**config.mk**
```make
export PLATFORM = sky130hd
export DESIGN_NAME = mul_fu_scheduler
export DESIGN_NICKNAME = d
export VERILOG_FILES = /design/src/rtl/mul_fu_scheduler.sv
export SDC_FILE = /design/constraint.sdc
export NUM_CORES = 1
export LEC_CHECK = 0
export ABC_CLOCK_PERIOD_IN_PS = 3900
export CELL_PAD_IN_SITES_DETAIL_PLACEMENT = 1
export CELL_PAD_IN_SITES_GLOBAL_PLACEMENT = 1
export CORE_MARGIN = 1
export CORE_UTILIZATION = 33
export CTS_BUF_LIST = sky130_fd_sc_hd__clkbuf_4
export DETAILED_ROUTE_END_ITERATION = 12
export GPL_TIMING_DRIVEN = 0
export PLACE_DENSITY_LB_ADDON = 0.12
export SLEW_MARGIN = 20
export SYNTH_ARGS = -nofsm -noshare
export SYNTH_HDL_FRONTEND = slang
export SYNTH_SLANG_ARGS = --single-unit
export TNS_END_PERCENT = 1
```
**constraint.sdc**
```tcl
create_clock -name clk -period 3.9 [get_ports clk]
set_input_delay 0.975 -clock clk [delete_from_list [all_inputs] [get_ports clk]]
set_output_delay 0.975 -clock clk [all_outputs]
set_load 0.01 [all_outputs]
```
**src/rtl/mul_fu_scheduler.sv**
```systemverilog
// Issue/writeback controller for the Wallace multiplier FU: round-robin issue,
// multicycle hold, 2-entry result FIFO to the CDB. `MUL_FLUSH_EN adds a flush port.
module mul_fu_scheduler #(
    parameter int NUM_RS = 3,
    parameter int TAG_W  = 4,
    parameter int LAT    = 3
) (
    input  logic                    clk,
    input  logic                    rst,
    input  logic [NUM_RS-1:0]       rs_req,
    input  logic [NUM_RS*TAG_W-1:0] rs_tag,
    input  logic [NUM_RS*32-1:0]    rs_a,
    input  logic [NUM_RS*32-1:0]    rs_b,
    output logic [NUM_RS-1:0]       rs_grant,
    output logic [31:0]             mul_a,
    output logic [31:0]             mul_b,
    input  logic [63:0]             mul_product,
    output logic                    busy,
    output logic                    cdb_req,
    output logic [TAG_W-1:0]        cdb_tag,
    output logic [63:0]             cdb_data,
`ifdef MUL_FLUSH_EN
    input  logic                    flush,
`endif
    input  logic                    cdb_grant
);
    localparam int IW = $clog2(NUM_RS);
    localparam int CW = (LAT > 1) ? $clog2(LAT) : 1;

    typedef enum logic {IDLE, BUSY} state_t;

    state_t           state_q, state_d;
    logic [CW-1:0]    cnt_q, cnt_d;
    logic [IW-1:0]    ptr_q, ptr_d;
    logic [1:0]       occ_q, occ_d;
    logic [31:0]      a_q, a_d, b_q, b_d;
    logic [TAG_W-1:0] tag_q, tag_d;
    logic [TAG_W-1:0] t0_q, t0_d, t1_q, t1_d;
    logic [63:0]      p0_q, p0_d, p1_q, p1_d;

    logic          kill;
    logic          found;
    logic [IW-1:0] sel;
    logic [IW:0]   idx;
    logic          legal;
    logic          push;
    logic          pop;

`ifdef MUL_FLUSH_EN
    assign kill = flush;
`else
    assign kill = 1'b0;
`endif

    // First requester at or after the pointer, wrapping around.
    always_comb begin
        found = 1'b0;
        sel   = '0;
        idx   = '0;
        for (int k = 0; k < NUM_RS; k++) begin
            idx = {1'b0, ptr_q} + (IW+1)'(k);
            if (idx >= (IW+1)'(NUM_RS))
                idx = idx - (IW+1)'(NUM_RS);
            if (!found && rs_req[idx[IW-1:0]]) begin
                found = 1'b1;
                sel   = idx[IW-1:0];
            end
        end
    end

    assign legal = (state_q == IDLE) && found && (occ_q != 2'd2)
                   && !rst && !kill;
    assign push  = (state_q == BUSY) && (cnt_q == '0) && !kill;
    assign pop   = cdb_req && cdb_grant;

    always_ff @(posedge clk) begin
        if (rst) begin
            state_q <= IDLE;
            cnt_q   <= '0;
        end else begin
            state_q <= state_d;
            cnt_q   <= cnt_d;
        end
    end

    always_comb begin
        state_d = state_q;
        cnt_d   = cnt_q;
        unique case (state_q)
            IDLE: begin
                if (legal) begin
                    state_d = BUSY;
                    cnt_d   = CW'(LAT - 1);
                end
            end
            BUSY: begin
                if (cnt_q == '0)
                    state_d = IDLE;
                else
                    cnt_d = cnt_q - CW'(1);
            end
        endcase
        if (kill) begin
            state_d = IDLE;
            cnt_d   = '0;
        end
    end

    always_comb begin
        rs_grant = '0;
        if (legal)
            rs_grant[sel] = 1'b1;
        busy = (state_q == BUSY);
    end

    always_comb begin
        ptr_d = ptr_q;
        a_d   = a_q;
        b_d   = b_q;
        tag_d = tag_q;
        if (legal) begin
            ptr_d = (sel == IW'(NUM_RS - 1)) ? '0 : sel + IW'(1);
            a_d   = rs_a[sel*32 +: 32];
            b_d   = rs_b[sel*32 +: 32];
            tag_d = rs_tag[sel*TAG_W +: TAG_W];
        end
    end

    // Entry 0 is the head; a push lands behind whatever survives the pop.
    always_comb begin
        t0_d = t0_q;
        p0_d = p0_q;
        t1_d = t1_q;
        p1_d = p1_q;
        if (pop) begin
            t0_d = t1_q;
            p0_d = p1_q;
        end
        if (push) begin
            if (occ_q == 2'd0 || (pop && occ_q == 2'd1)) begin
                t0_d = tag_q;
                p0_d = mul_product;
            end else begin
                t1_d = tag_q;
                p1_d = mul_product;
            end
        end
        occ_d = occ_q + {1'b0, push} - {1'b0, pop};
        if (kill)
            occ_d = 2'd0;
    end

    always_ff @(posedge clk) begin
        if (rst) begin
            ptr_q <= '0;
            a_q   <= '0;
            b_q   <= '0;
            tag_q <= '0;
            occ_q <= '0;
            t0_q  <= '0;
            p0_q  <= '0;
            t1_q  <= '0;
            p1_q  <= '0;
        end else begin
            ptr_q <= ptr_d;
            a_q   <= a_d;
            b_q   <= b_d;
            tag_q <= tag_d;
            occ_q <= occ_d;
            t0_q  <= t0_d;
            p0_q  <= p0_d;
            t1_q  <= t1_d;
            p1_q  <= p1_d;
        end
    end

    assign mul_a    = a_q;
    assign mul_b    = b_q;
    assign cdb_req  = (occ_q != 2'd0);
    assign cdb_tag  = t0_q;
    assign cdb_data = p0_q;

endmodule

```
==> metrics.yaml <==
cp-startpoint: "ptr_q[0]"
fp.dieW_um: 171
fmax_mhz: 258
outcome: "completed"
grt-ovfl-total: 0
post-route-min-period_ns: 3.88
final_common_cell: "clkdlybuf4s50_1"
hold_path_depth: 2
setup-tns-final_ns: 0
holdBufCountCts: 0
critPathKind: "flop to output port"
timing.rr.start: "ptr_q[0]"
rrSetupSlack_ns: 1.07
hold_class: "flop to flop"
cts_tree: "built"
finalHoldViolCount: 0
r2r_cells: 11
grt_max_degree: 19
syn-cell-area_um2: 9400
start_kind: "flop"
area_growth_pct: 58.3
slew_viol_final: 0
synth_simple_gate_area_frac: 0.175
htree_levels: 2
track_usage: 0.276
synth.area.mux_share: 0.0760
max-slew-margin-rel: 0.554
ios: 411
p_per_area_nw_per_um2: 641
holdWs_ns: 0.455
p_sw_uw: 3670
final_cell_mix: "clkdlybuf4s50_1 (404), dfxtp_1 (209), nand2_1 (140)"
synth_compound_area_frac: 0.209
cpPeakStageDelay_ns: 0.35
cp_max_fo: 10
seq_power_share: 0.321
syn_inst: 1141
cp_data_required_time_ns: 2.92
io_buffers: 410
yosysUniqueCellTypes: 44
hold_end: "p1_q[12]"
setup_slack_ns: 0.0234
drtIter0Drc: 344
crit_chain: "inv_2, ha_2, and3b_2, o21bai_2, o31a_1, clkbuf_4, and3_1, dlygate4sd2_1"
clock_latency_ns: 0.71
min_from: "p1_q[12]"
cp-end-kind: "output port"
combinationalPowerShare: 0.463
clk_pin_slew_ns: 0.07
rsz0062_at_grt: "true"
layout.nets: 1899
leakage_uw: 0.00569
grt_pass1_wl_um: 62400
ys_seq_area_frac: 0.449
intPower_uw: 5870
cts_buffers: 58
drive_above_1_share: 0.0877
skew_ns: 0.0390
pwr-share-clk: 0.215
finalSetupViolCount: 0
vias_per_cell: 5.16
final_util: 0.533
p_sw_frac: 0.385
numClockSinks: 211
drt_wl_total_um: 40700
ys.flop_type: "dfxtp_1"
dieArea_um2: 29200
postRouteAntennaNets: 0
synth_top_family_by_area: "compound AO/OA/AOI/OAI gates"
worstMarginPinSlew_ns: 0.670
drc: 0
synth-xor-area-share: 0.00186
worst_ep_arrival_time_ns: 2.90
syn_avg_cell_area_um2: 8.24
async_flop_share: 0
start_util: 0.337
synth_seq_cells: 211
yosys_warnings: 0
period_share: 0.994
dpl.hpwl_um: 30200
report.power.total_uw: 9540
synth-edff-count: 0
fillers: 3391
crit_slowest_cell: "dfxtp_2"
place_ws_ns: -0.977
design.core.area_um2: 27900
r2r_end: "mul_a[6]"
globalplace.congestion: 0.827
root_buffer: "clkbuf_4"
wire_per_inst_um: 19.9
vias: 10500
ir_worst_vdd_mv: 0.270
dr.pass1.iters: 4
antenna_found_initial: 9
maxCapViolCount: 0
num_rows: 61
synth_nets: 1422
synthAdderAreaFrac: 0.00932
grt_pass1_vias: 11500
die_y_um: 171
cts_max_path_buffers: 3
==> worst max-delay path by stage <==
stage	to	slack, ns	cells past startpoint
final	rs_grant[1]	0.02	8
after global routing	rs_grant[1]	-0.09	8
after CTS	rs_grant[1]	-0.10	8
after global placement	rs_grant[0]	-0.92	8
after floorplan	rs_grant[0]	0.78	6
after detailed placement	rs_grant[0]	-0.98	8
==> flip-flops by register name, indices dropped and copies added (netlist names) <==
name / cells
mul_b: 32
cnt_q: 2
tag_q: 4
t1_q: 4
mul_a: 32
occ_q: 2
busy: 1
cdb_tag: 4
cdb_data: 64
ptr_q: 2
p1_q: 64
==> metal layers <==
metal / global-route usage / up-vias / part of all wire
li1: - / 5042 / -
met1: 0.293 / 5068 / 0.38
met2: 0.499 / 330 / 0.51
met3: 0.0861 / 94 / 0.076
met4: 0.120 / 2 / 0.034
met5: 0 / - / 0.00027
==> power groups by stage <==
| stage | clock network [uW] | registers (uW) | logic [uW] |
|---|---|---|---|
| after floorplan | 0 | 3260 | 2010 |
| after global placement | 0 | 3080 | 4210 |
| after detailed placement | 0 | 3100 | 4300 |
| after CTS | 2110 | 3060 | 4410 |
| after global routing | 2220 | 3130 | 4800 |
| final | 2050 | 3060 | 4420 |
==> cells by family after synthesis <==
| group | count (synthesis) |
|---|---|
| AOI/OAI and AO/OA | 292 |
| DFF | 211 |
| xor gates and xnor gates | 2 |
| and+or+nand+nor | 374 |
| buffers and inverters | 184 |
| adders and majority gates | 7 |
| muxes | 71 |
==> cell usage after synthesis, drive strengths merged (2+ instances only) <==
library cell    n  area share
dfxtp         211        0.45
nand2         140       0.056
nor3          137       0.073
clkbuf         80       0.032
inv            76       0.030
nor2           76       0.030
a211oi         71       0.057
a21oi          71       0.038
mux2i          71       0.076
o21ai          69       0.037
o32ai          69       0.064
buf            28       0.018
ha              7      0.0093
nand2b          3      0.0020
nor2b           3      0.0020
o21bai          3      0.0024
or2             3      0.0020
and3b           2      0.0019
nand3           2      0.0011
nand3b          2      0.0016
==> stage by stage <==
| stage | instances | instance area [um^2] |
|---|---|---|
| final | 2040 | 14900 |
| after global routing | 2040 | 14900 |
| after CTS | 2029 | 14800 |
| after detailed placement | 1929 | 14000 |
| after global placement | 1929 | 14000 |
| after floorplan | 1141 | 9400 |
==> what timing repair did <==
action,CTS,global route
cloned,0,0
setup buffers,5,3
resized for setup,25,12
hold endpoints to repair,0,0
endpoints found under the setup margin,3,3
pin swaps,7,2
==> worst max-delay path: cells and delay by family, from the launching register on <==
family	cells	cell delay, ns
buf+inv	3	0.54
compound gates	2	0.53
simple gates	2	0.46
flops	1	0.35
fa+ha+maj	1	0.32
==> cell type report <==
class	count	area (um^2)	share of cell area
Sequential cell	211	4230	0.284
Clock inverter	8	61.3	0.00412
Buffer	107	493	0.0331
Inverter	76	285	0.0192
Tap cell	378	473	0.0318
Antenna cell	8	20.0	0.00134
Multi-Input combinational cell	746	4510	0.303
Timing Repair Buffer	418	4160	0.279
Clock buffer	88	661	0.0444
Power figures use the tool's default switching activity.
